`src/rtl/logic_accum_n_bit.sv`:
```
// Bitwise burst reducer: accepts (len+1) words and emits one AND/OR/XOR/NAND result.
// Optional out_parity output is enabled by defining LOGIC_ACCUM_PARITY_EN.
module logic_accum_n_bit #(
  parameter int WIDTH = 4,
  parameter int CNT_W = 4
) (
  input  logic             clk,
  input  logic             rst,
  input  logic             start,
  input  logic [1:0]       op,
  input  logic [CNT_W-1:0] len,
  input  logic             in_valid,
  output logic             in_ready,
  input  logic [WIDTH-1:0] in_data,
  output logic             out_valid,
  input  logic             out_ready,
  output logic [WIDTH-1:0] out_data,
  output logic             busy
`ifdef LOGIC_ACCUM_PARITY_EN
  ,
  output logic             out_parity
`endif
);

  typedef enum logic [1:0] {
    IDLE  = 2'b00,
    ACCUM = 2'b01,
    DONE  = 2'b10
  } state_t;

  typedef enum logic [1:0] {
    OP_AND  = 2'b00,
    OP_OR   = 2'b01,
    OP_XOR  = 2'b10,
    OP_NAND = 2'b11
  } op_t;

  state_t           state;
  state_t           state_next;
  op_t              op_q;
  logic [CNT_W-1:0] cnt;
  logic [WIDTH-1:0] acc;
  logic [WIDTH-1:0] acc_next;
  logic [WIDTH-1:0] identity;
  logic [WIDTH-1:0] result;
  logic             accept;
  logic             last_word;

  // Handshakes: a transfer happens on a rising edge where valid & ready are both
  // high; the producer holds data stable while valid is high and ready is low.
  assign in_ready  = (state == ACCUM);
  assign out_valid = (state == DONE);
  assign busy      = (state != IDLE);

  assign accept    = in_valid & in_ready;
  assign last_word = accept & (cnt == '0);

  // AND-family reductions start from all ones, OR/XOR from all zeros.
  assign identity = ((op_t'(op) == OP_AND) || (op_t'(op) == OP_NAND)) ? '1 : '0;

  always_comb begin
    acc_next = acc;
    case (op_q)
      OP_AND, OP_NAND: acc_next = acc & in_data;
      OP_OR:           acc_next = acc | in_data;
      OP_XOR:          acc_next = acc ^ in_data;
      default:         acc_next = acc;
    endcase
  end

  assign result = (op_q == OP_NAND) ? ~acc_next : acc_next;

  always_comb begin
    state_next = state;
    case (state)
      IDLE:    if (start)                  state_next = ACCUM;
      ACCUM:   if (last_word)              state_next = DONE;
      DONE:    if (out_ready)              state_next = IDLE;
      default:                             state_next = IDLE;
    endcase
  end

  always_ff @(posedge clk or posedge rst) begin
    if (rst) begin
      state <= IDLE;
    end else begin
      state <= state_next;
    end
  end

  always_ff @(posedge clk or posedge rst) begin
    if (rst) begin
      op_q     <= OP_AND;
      cnt      <= '0;
      acc      <= '0;
      out_data <= '0;
    end else begin
      case (state)
        IDLE: begin
          if (start) begin
            op_q <= op_t'(op);
            cnt  <= len;
            acc  <= identity;
          end
        end
        ACCUM: begin
          if (accept) begin
            acc <= acc_next;
            // The counter leaves ACCUM at zero, so it never wraps.
            if (cnt != '0) begin
              cnt <= cnt - 1'b1;
            end
            if (last_word) begin
              out_data <= result;
            end
          end
        end
        default: ;
      endcase
    end
  end

`ifdef LOGIC_ACCUM_PARITY_EN
  always_ff @(posedge clk or posedge rst) begin
    if (rst) begin
      out_parity <= 1'b0;
    end else if (state == ACCUM && last_word) begin
      out_parity <= ^result;
    end
  end
`endif

endmodule

```
`config.mk`:
```
export PLATFORM = sky130hd
export DESIGN_NAME = logic_accum_n_bit
export DESIGN_NICKNAME = d
export VERILOG_FILES = /design/src/rtl/logic_accum_n_bit.sv
export SDC_FILE = /design/constraint.sdc
export NUM_CORES = 1
export LEC_CHECK = 0
export CORE_UTILIZATION = 50
export CTS_CLUSTER_DIAMETER = 50
export DETAILED_ROUTE_END_ITERATION = 12
export PLACE_DENSITY = 0.77
export SYNTH_ARGS = -nofsm -noshare
export SYNTH_HDL_FRONTEND = slang
export SYNTH_SLANG_ARGS = --single-unit
```
`constraint.sdc`:
```
create_clock -name clk -period 2.1 [get_ports clk]
set_input_delay 0.42 -clock clk [delete_from_list [all_inputs] [get_ports clk]]
set_output_delay 0.42 -clock clk [all_outputs]
set_load 0.01 [all_outputs]
```
; Word level (Yosys, flattened, before mapping)
; Cells that the tools add are included.
[word_totals]
reg_bits = 16
in_bits = 15
elab_cells = 51
[classes]
add_sub_neg = 1
eq_ne = 11
mux = 14
bitwise = 6
n_reduce_logical = 14
[op_table]
columns = cell, n
row1 = 2-to-1 mux 4 bit, 7
row2 = case mux 4 bit (2 select lines), 2
row3 = case mux 4 bit (3 select lines), 1
row4 = AND reduction 3 bit, 3
row5 = "== test 2 bit, second input constant", 4
row6 = "inequality test 2 x 1 -> 1 bit, second input constant", 4
row7 = logical NOT 2 bit, 3
row8 = 2-to-1 mux 2 bit, 3
row9 = case mux 2 bit (3 select lines), 1
row10 = AND 4 bit, 1
row11 = "== test 2 x 1 -> 1 bit, second input constant", 2
row12 = logical NOT 4 bit, 1
row13 = inverter 4 bit, 1
row14 = OR 4 bit, 1
row15 = AND reduction 4 bit, 1
row16 = nonzero test 2 bit, 2
row17 = nonzero test 4 bit, 1
row18 = "subtractor 4 x 1 -> 4 bit, second input constant", 1
row19 = XOR 4 bit, 1
row20 = AND 1 bit, 2
row21 = "inequality test 2 bit, second input constant", 1
row22 = AND reduction 2 bit, 1
row23 = OR reduction 2 bit, 1
row24 = logical OR 1 bit, 1

; Longest topological paths before layout
[logic_depth]
depth_word = 5
ltp_mapped = 6
mapped_depth_nobuf = 6

; Least setup slack after synthesis
; Ideal clock, no wire load.
[synth_timing]
path_type = register -> register
startpoint = register cnt[0]
endpoint = register out_data[0]
arrival_time_ns = 1.436
required_time_ns = 2.023
slack_ns = 0.586
stages_incl_launch_ff = 7
synth_period_minus_slack_ns = 1.514
cell_sequence = dfrtp_1 > inv_1 > ha_1 > or3b_4 > nor3_4 > nor2_1 > a21oi_1
[synth_between]
elab_chain_len = 3
[synth_lines]
columns = element, line
row1 = start: declaration, 41  ; logic [CNT_W-1:0] cnt;
row2 = start signal: assignment, 102  ; cnt <= len;
row3 = start signal: assignment, 111  ; cnt <= cnt - 1'b1;
row4 = logical NOT 4 bit, 56  ; assign last_word = accept & (cnt == '0);
row5 = AND 1 bit, 56
row6 = AND reduction 3 bit (no source line), n/a
row7 = end signal: assignment, 114  ; out_data <= result;
row8 = end: declaration, 17  ; output logic [WIDTH-1:0] out_data,
; Every way passes these cells.
; A chain may end at the register's enable or synchronous reset.

; Worst setup path in the final report
[layout_timing]
startpoint = register state[1]
endpoint = output port in_ready
[layout_between]
elab_chain_len = 1
[layout_lines]
columns = element, line
row1 = start: declaration, 38  ; state_t state;
row2 = start signal: assignment, 87  ; state <= state_next;
row3 = == test 2 x 1 -> 1 bit, 51  ; assign in_ready = (state == ACCUM);
row4 = end: declaration, 13  ; output logic in_ready,
; Every way passes these cells.

==> reports/results.ini <==
[critical_path]
start_kind=flip-flop
critPathMaxFanout=5
crit_type=reg2out
cp_top_family=buffers and inverters
worstPathRequired_ps=1680
cp_num_buf_inv=2
end_kind=primary output
cp_slowest_cell=clkdlybuf4s50_1
crit_arrival_ps=1520
max_stage_delay_ps=540
crit_chain=nand2b_1 > inv_1 > clkdlybuf4s50_1

[timing]
drv_slew=0
fmax_mhz=515
relSlewSlack_pct=60.1
setup_ws_ps=158
hold_viol_final=0
timing.final.crit_share_pct=92.5
tns_ps=0
rsz0062_at_grt=false
final.setup_skew_ps=11.5
worst_slew_pin_slew_ps=598
finalSetupViolations=0
period_minus_slack_ps=1940

[synthesis]
synthCells=121
yosysWarnings=0
synthFlopType=dfrtp_1
syn_nets=149
synth_area_sq_mm=0.00107
synthArstFlopShare_pct=100
muxShareOfSynthArea_pct=1.05
ys_seq_area_share_pct=37.5
synth_compound_area_share_pct=15.5
synth_edf_count=0
synth-seq-cells=16
synth_top_family_by_area=simple AND/OR/NAND/NOR gates
synth_fa_ha_area_share_pct=15.2
ys_types=26
yosys.area_share.simple_pct=19.6
syn-mean-instance-area_sq_um=8.83
synth_xor_area_share_pct=4.10

[die]
io_pins=22
coreArea_sq_mm=0.00198
rows=16
initial_core_util_pct=53.9
die_w_um=48.2
die_h_um=48.2
die_area_sq_mm=0.00233

[cells_and_area]
n_antenna_cell=0
final_cell_mix=clkdlybuf4s50_1, inv_1, dfrtp_1
area_delta_synth_final_pct=28.2
mostFrequentLayoutCell=clkdlybuf4s50_1
final_core_util_pct=69.1
final_nets=177
layout-drive-gt1-share_pct=9.46

[detailed_routing]
drt_iter0_markers=39
wl_mm=2.31
ant_nets=0
vias=925
vias_per_cell=5.29
post-route-drc-count=0
firstDrtPassIters=4
wl_per_cell_um=13.2

[clocking]
cts_tree=done
cts_root_buffer=clkbuf_4
hold_buffers=0
clkLatencyLatePin_ps=300
cts_buffer_depth=2
cts_made_buffers=3
cts_resized=0
clock-sinks=16
post_cts_buffers=0
clkTransAtPathRegs_ps=100
htree_num_levels=1

[placed_design]
pre_cts_ws_ps=129
port_buffers=21
dp_hpwl_mm=1.84
routabilityCongestion=0.756

[global_routing]
antenna_found_initial=0
grt_max_degree=17
grt_util_all_layers_pct=22.5
gr-total-overflow=0
grt_pass1_vias=852
grt_pass1_wl_mm=3.63

[power_and_ir_drop]
vdd_ir_drop_max_v=0.000989
power_density_mw_per_mm2=1510
leakage_nw=0.648

[status]
status=completed

[run]
maxCapViolCount=0

[min_path]
hold_class=in2async

-- per-layer routing --
layer	wire length (um)	share of wire, %	GRT usage (%)
met2	1190	51	37.1
met1	929	40	29.8
met5	0	0	0
met3	167	7.2	5.56
met4	22	0.95	5.00
-- flip-flops by register name, indices dropped and copies added (netlist names) --
register	flops
acc	4
cnt	4
out_data	4
op_q	2
state	2
-- synthesized netlist by cell type (2+ instances only) --
master | number | area share (%)
inv_1 | 18 | 6.3
dfrtp_1 | 16 | 37
ha_1 | 13 | 15
nand2_1 | 11 | 3.9
nor2_1 | 11 | 3.9
a21oi_1 | 8 | 3.7
a22oi_1 | 5 | 3.5
nand2b_1 | 5 | 2.9
o21ai_0 | 5 | 2.3
xnor2_1 | 5 | 4.1
a31oi_1 | 4 | 2.3
nor2b_1 | 4 | 2.3
nor3_1 | 2 | 0.94
o21ai_1 | 2 | 0.94
-- worst paths after layout --
path,start,slack [ps],to,depth (start not counted)
setup / recovery,state[1]$_DFFE_PP0P_,160,in_ready,3
hold / removal,rst,480,out_data[3]$_DFFE_PP0P_,2
setup reg to reg,cnt[0]$_DFFE_PP0P_,360,out_data[0]$_DFFE_PP0P_,6
hold reg to reg,state[1]$_DFFE_PP0P_,520,state[0]$_DFFE_PP0P_,1
max in group asynchronous,rst,1220,acc[2]$_DFFE_PP0P_,2
min in group clk,state[1]$_DFFE_PP0P_,520,state[0]$_DFFE_PP0P_,1
-- kinds of logic (layout without fill, tap and decap cells) --
group / count (synthesis) / in the layout
and+or+nand+nor: 39 / 39
AOI/OAI and AO/OA: 27 / 27
buffers and inverters: 20 / 47
DFF: 16 / 16
adders and majority gates: 13 / 13
xor gates and xnor gates: 5 / 5
muxes: 1 / 1
-- stage by stage --
step	total power, mW	cell area, sq um	cells	hold WS (ps)
after floorplan	1.43	1070	121	334
after global placement	1.81	1330	171	504
after detailed placement	1.86	1330	171	514
after CTS	2.08	1370	175	494
after global routing	2.26	1370	175	544
final	2.06	1370	175	479
-- final cells by class --
cell class / count / area [sq um]
Clock buffer: 4 / 36.3
Fill cell: 162 / 612
Inverter: 18 / 67.6
Multi-Input combinational cell: 85 / 592
Sequential cell: 16 / 400
Tap cell: 27 / 33.8
Timing Repair Buffer: 25 / 240
-- power breakdown --
group	internal [mW]	switching, mW	leakage [nW]
combinational	0.608	0.674	0.440
sequential	0.464	0.113	0.187
clock	0.106	0.0993	0.0210
total	1.18	0.886	0.648
(Power assumes the default switching activity.)
